[src/rtl/mult32_sequencer_if.sv]
// Operand/product handshake bundle for the 32x32 multiply sequencer.
// The slave side is the sequencer; the master side feeds operands and drains products.
interface mult32_sequencer_if;
   logic        in_valid;
   logic        in_ready;
   logic [31:0] A;
   logic [31:0] B;
   logic        out_valid;
   logic        out_ready;
   logic [63:0] product;
   logic        busy;
   logic [15:0] op_count;

   modport slave (
      input  in_valid, A, B, out_ready,
      output in_ready, out_valid, product, busy, op_count
   );

   modport master (
      output in_valid, A, B, out_ready,
      input  in_ready, out_valid, product, busy, op_count
   );
endinterface

[src/rtl/mult32_sequencer.sv]
// 32x32 -> 64 unsigned multiplier built from one 16x16 multiplier reused over four steps,
// with valid/ready handshakes on both operand and product sides.
module multiplier_16 (
   input  logic [15:0] a,
   input  logic [15:0] b,
   output logic [31:0] p
);
   assign p = {16'd0, a} * {16'd0, b};
endmodule

module mult32_sequencer (
   input  logic                clk,
   input  logic                reset,
   mult32_sequencer_if.slave   bus
);
   typedef enum logic [1:0] {
      IDLE = 2'd0,
      MUL  = 2'd1,
      DONE = 2'd2
   } state_t;

   state_t      state_q, state_d;
   logic [31:0] a_q, a_d;
   logic [31:0] b_q, b_d;
   logic [63:0] acc_q, acc_d;
   logic [1:0]  step_q, step_d;
   logic [63:0] product_q, product_d;
   logic [15:0] op_count_q, op_count_d;

   logic [15:0] mult_a;
   logic [15:0] mult_b;
   logic [31:0] mult_p;
   logic [63:0] partial;
   logic [63:0] acc_sum;

   // step[1] picks the A half, step[0] picks the B half: lo*lo, lo*hi, hi*lo, hi*hi.
   assign mult_a = step_q[1] ? a_q[31:16] : a_q[15:0];
   assign mult_b = step_q[0] ? b_q[31:16] : b_q[15:0];

   multiplier_16 u_mult (
      .a (mult_a),
      .b (mult_b),
      .p (mult_p)
   );

   always_comb begin
      partial = 64'd0;
      case (step_q)
         2'd0:    partial = {32'd0, mult_p};
         2'd1,
         2'd2:    partial = {16'd0, mult_p, 16'd0};
         default: partial = {mult_p, 32'd0};
      endcase
   end

   assign acc_sum = acc_q + partial;

   always_comb begin
      state_d    = state_q;
      a_d        = a_q;
      b_d        = b_q;
      acc_d      = acc_q;
      step_d     = step_q;
      product_d  = product_q;
      op_count_d = op_count_q;
      case (state_q)
         IDLE: begin
            if (bus.in_valid) begin
               a_d     = bus.A;
               b_d     = bus.B;
               acc_d   = 64'd0;
               step_d  = 2'd0;
               state_d = MUL;
            end
         end
         MUL: begin
            acc_d  = acc_sum;
            step_d = step_q + 2'd1;
            if (step_q == 2'd3) begin
               product_d = acc_sum;
               state_d   = DONE;
            end
         end
         DONE: begin
            if (bus.out_ready) begin
               op_count_d = op_count_q + 16'd1;
               state_d    = IDLE;
            end
         end
         default: state_d = IDLE;
      endcase
   end

   always_ff @(posedge clk) begin
      if (reset) begin
         state_q    <= IDLE;
         a_q        <= 32'd0;
         b_q        <= 32'd0;
         acc_q      <= 64'd0;
         step_q     <= 2'd0;
         product_q  <= 64'd0;
         op_count_q <= 16'd0;
      end else begin
         state_q    <= state_d;
         a_q        <= a_d;
         b_q        <= b_d;
         acc_q      <= acc_d;
         step_q     <= step_d;
         product_q  <= product_d;
         op_count_q <= op_count_d;
      end
   end

   assign bus.in_ready  = (state_q == IDLE);
   assign bus.out_valid = (state_q == DONE);
   assign bus.busy      = (state_q != IDLE);
   assign bus.product   = product_q;
   assign bus.op_count  = op_count_q;
endmodule

[src/flat_wrapper.sv]
// flat-port wrapper written by rule: the top's interface ports become plain ports
module mult32_sequencer_flat 
  (clk, reset, bus_in_valid, bus_A, bus_B, bus_out_ready, bus_in_ready, bus_out_valid, bus_product, bus_busy, bus_op_count);
  mult32_sequencer_if bus_i ();
  input  logic clk;
  input  logic reset;
  input wire logic [$bits(bus_i.in_valid)-1:0] bus_in_valid;
  input wire logic [$bits(bus_i.A)-1:0] bus_A;
  input wire logic [$bits(bus_i.B)-1:0] bus_B;
  input wire logic [$bits(bus_i.out_ready)-1:0] bus_out_ready;
  output wire logic [$bits(bus_i.in_ready)-1:0] bus_in_ready;
  output wire logic [$bits(bus_i.out_valid)-1:0] bus_out_valid;
  output wire logic [$bits(bus_i.product)-1:0] bus_product;
  output wire logic [$bits(bus_i.busy)-1:0] bus_busy;
  output wire logic [$bits(bus_i.op_count)-1:0] bus_op_count;
  assign bus_i.in_valid = bus_in_valid;
  assign bus_i.A = bus_A;
  assign bus_i.B = bus_B;
  assign bus_i.out_ready = bus_out_ready;
  assign bus_in_ready = bus_i.in_ready;
  assign bus_out_valid = bus_i.out_valid;
  assign bus_product = bus_i.product;
  assign bus_busy = bus_i.busy;
  assign bus_op_count = bus_i.op_count;
  mult32_sequencer u_core (.clk(clk), .reset(reset), .bus(bus_i));
endmodule
[config.mk]
export PLATFORM = sky130hd
export DESIGN_NAME = mult32_sequencer_flat
export DESIGN_NICKNAME = d
export VERILOG_FILES = /design/src/rtl/mult32_sequencer_if.sv /design/src/rtl/mult32_sequencer.sv /design/src/flat_wrapper.sv
export SDC_FILE = /design/constraint.sdc
export NUM_CORES = 1
export LEC_CHECK = 0
export ABC_AREA = 1
export BUFFER_PORTS_ARGS = -buffer_cell sky130_fd_sc_hd__buf_2
export CELL_PAD_IN_SITES_DETAIL_PLACEMENT = 0
export CELL_PAD_IN_SITES_GLOBAL_PLACEMENT = 2
export CORE_MARGIN = 2
export CORE_UTILIZATION = 35
export CTS_CLUSTER_SIZE = 40
export DETAILED_ROUTE_END_ITERATION = 7
export PLACE_DENSITY_LB_ADDON = 0.05
export SLEW_MARGIN = 0
export SYNTH_ARGS = -nofsm -noshare
export SYNTH_HDL_FRONTEND = slang
export SYNTH_SLANG_ARGS = --single-unit
[constraint.sdc]
create_clock -name clk -period 8.79 [get_ports clk]
set_input_delay 0.4395 -clock clk [delete_from_list [all_inputs] [get_ports clk]]
set_output_delay 0.4395 -clock clk [all_outputs]
set_load 0.1 [all_outputs]
==> out/qor.yml <==
final_layout:
  nFillCells: 6659
  fin_cells: 4605
  fin_area_mm2: 0.0285
  final_nets: 4174
  layout_commonest_cell: "nand2_1"
  drive_above_1_share: 0.231
  area.growth.synth_to_final_pct: 28.9
  n_antenna_cell: 0
  final_cell_mix: "nand2_1, inv_1, nor2_1"
worst_setup_path:
  required_ns: 9.23
  worstPathArrival_ns: 8.86
  start_kind: "register"
  reg2reg_setup_slack_ns: 0.37
  end_kind: "register"
  critPathKind: "reg -> reg"
  slowest_stage: "fa_1"
  max_stage_delay_ns: 0.60
  cp_max_fo: 9
synth:
  ys_seq_area_frac: 0.192
  synth.distinct_cells: 44
  syn_avg_cell_area_um2: 6.79
  synthCells: 3254
  synth-edff-count: 0
  ys_seq_elements: 212
  syn_nets: 3687
  syn_area_mm2: 0.0221
  async_flop_share: 0
  ys_warn_count: 0
  synthFlopType: "dfxtp_1"
timing:
  whs_ns: 0.141
  max_slew_margin: 0.327
  fin_ws_ns: 0.369
  hold_viol: 0
  tightestPinTransition_ns: 1.01
  clock.fmax_ghz: 0.119
  finalClockSkew_ns: 0.0409
  setup_viol: 0
  rsz0062_at_grt: "yes"
  slew_viol_final: 0
  period_needed_ns: 8.42
  fin_crit_sh: 0.958
route:
  via_count: 22400
  wl_per_cell_um: 19.4
  antenna_left: 0
  first_iter_violations: 1159
  drc: 0
  wl_um: 89400
  drt_pass1_iterations: 5
  vias_per_cell: 4.86
status:
  outcome: "completed"
global_routing:
  grt_usage: 0.277
  overflow: 0
  antenna_found_initial: 1
  grt_first_pass_wirelength_um: 136000
  grt_pass1_vias: 22800
  grt_max_degree: 107
place:
  dp_slack_ns: -0.338
  placed_area_mm2: 0.0265
  dp.cells: 4529
  portBuffers: 150
  hpwl_um: 74200
  gp_congestion: 0.984
clock_tree:
  cts.sinks: 212
  clockRootBuffer: "clkbuf_16"
  h-tree-depth: 1
  clk_latency_ns: 0.58
  numCtsBuffers: 27
  clk_pin_slew_ns: 0.06
  cts_max_path_buffers: 3
  cts_tree: "yes"
  hold_buffers: 0
power:
  p_leak_nw: 14.2
  p_per_area_mw_per_mm2: 304
  finalPower_w: 0.00867
  ir_worst_vdd_v: 0.000207
die:
  rows: 92
  core_area_mm2: 0.0627
  fp.dieW_um: 255
  dieArea_mm2: 0.0652
  start_util: 0.352
  die_y_um: 255
  io_pins: 151
hold_path:
  hold_class: "in -> reg"
flow_run:
  max-cap-violations: 0
[power by group]
group	total, W	internal, W	switching (W)
Sequential	0.00108	0.00103	0.0000513
Combinational	0.00640	0.00269	0.00371
Clock	0.00119	0.000721	0.000468
Total	0.00867	0.00444	0.00423
[per-layer routing]
metal,up-vias,routed length [um],global-route usage
met5,-,18,0
met4,2,3740,0.0956
met3,132,3090,0.0252
met2,435,44900,0.503
met1,10700,37600,0.342
li1,11100,-,-
[cell usage after synthesis (7+ instances only)]
library cell	count	share of area
fa_1	195	0.18
a21oi_1	192	0.043
xnor2_1	14	0.0055
or2_2	32	0.0091
nand3b_1	10	0.0034
a21o_1	19	0.0065
o21ai_1	18	0.0041
o21ai_2	13	0.0052
o22ai_1	26	0.0074
nand3_1	101	0.023
ha_1	170	0.096
nand4_1	10	0.0028
o21a_1	11	0.0037
clkinv_1	13	0.0022
o21bai_1	44	0.015
dfxtp_1	212	0.19
o21ai_0	192	0.043
buf_1	10	0.0017
xor2_1	45	0.018
nor2_1	503	0.085
inv_2	13	0.0022
clkbuf_1	71	0.012
nor2_2	7	0.0020
buf_2	12	0.0027
nor3_1	23	0.0052
inv_1	564	0.096
nand2_1	676	0.11
o211ai_1	17	0.0058
[area by class of cell]
| type | instances | area, um2 | share of cell area |
|---|---|---|---|
| clock buffers | 36 | 759 | 0.0267 |
| clock inverters | 11 | 168 | 0.00589 |
| inverters | 590 | 2230 | 0.0782 |
| multi-input cells | 2359 | 16200 | 0.567 |
| flip-flops and latches | 212 | 4250 | 0.149 |
| well taps | 846 | 1060 | 0.0372 |
| repair buffers | 550 | 3860 | 0.136 |
| repair inverters | 1 | 7.51 | 0.000264 |
[timing repair]
action                     CTS  global route
gates resized for setup     39           214
cloned                       1             0
setup buffers                4            24
setup endpoints to repair   89            94
pin swaps                    7            57
hold endpoints to repair     0             0
[flip-flops by register name (all words and copies together), names as in the netlist]
register and cells:
u_core.a_q 32, u_core.state_q 2, u_core.bus.op_count 16, u_core.acc_q 64, u_core.b_q 32, u_core.step_q 2
u_core.bus.product 64
[metrics by stage]
stage          TNS [ns]  utilization
4_1_cts               0        0.439
3_5_place_dp     -12.27        0.422
3_3_place_gp     -13.24        0.422
5_1_grt           -1.13        0.454
6_report              0        0.454
2_1_floorplan         0            -
[kinds of logic after synthesis]
logic type      Yosys count  share of synthesized area
xor+xnor                 59                     0.0234
buf+inv                 683                      0.117
flops                   212                      0.192
fa+ha+maj               365                      0.273
compound gates          547                      0.140
simple gates           1388                      0.255
[critical path: cells and delay by family, from the launching register on]
kind | cells | cell delay [ns]
and+or+nand+nor | 9 | 1.19
DFF | 1 | 0.38
buffers and inverters | 11 | 1.37
adders and majority gates | 8 | 3.87
xor gates and xnor gates | 1 | 0.17
AOI/OAI and AO/OA | 9 | 1.34
[worst paths after layout]
path                         startpoint                endpoint  cells after the start
setup / recovery       u_core.step_q[1]  u_core.bus.product[33]                     38
hold / removal                bus_B[17]          u_core.b_q[17]                      3
setup reg to reg       u_core.step_q[1]  u_core.bus.product[33]                     38
hold reg to reg   u_core.bus.product[1]   u_core.bus.product[1]                      2
Power figures use the tool's default switching activity.
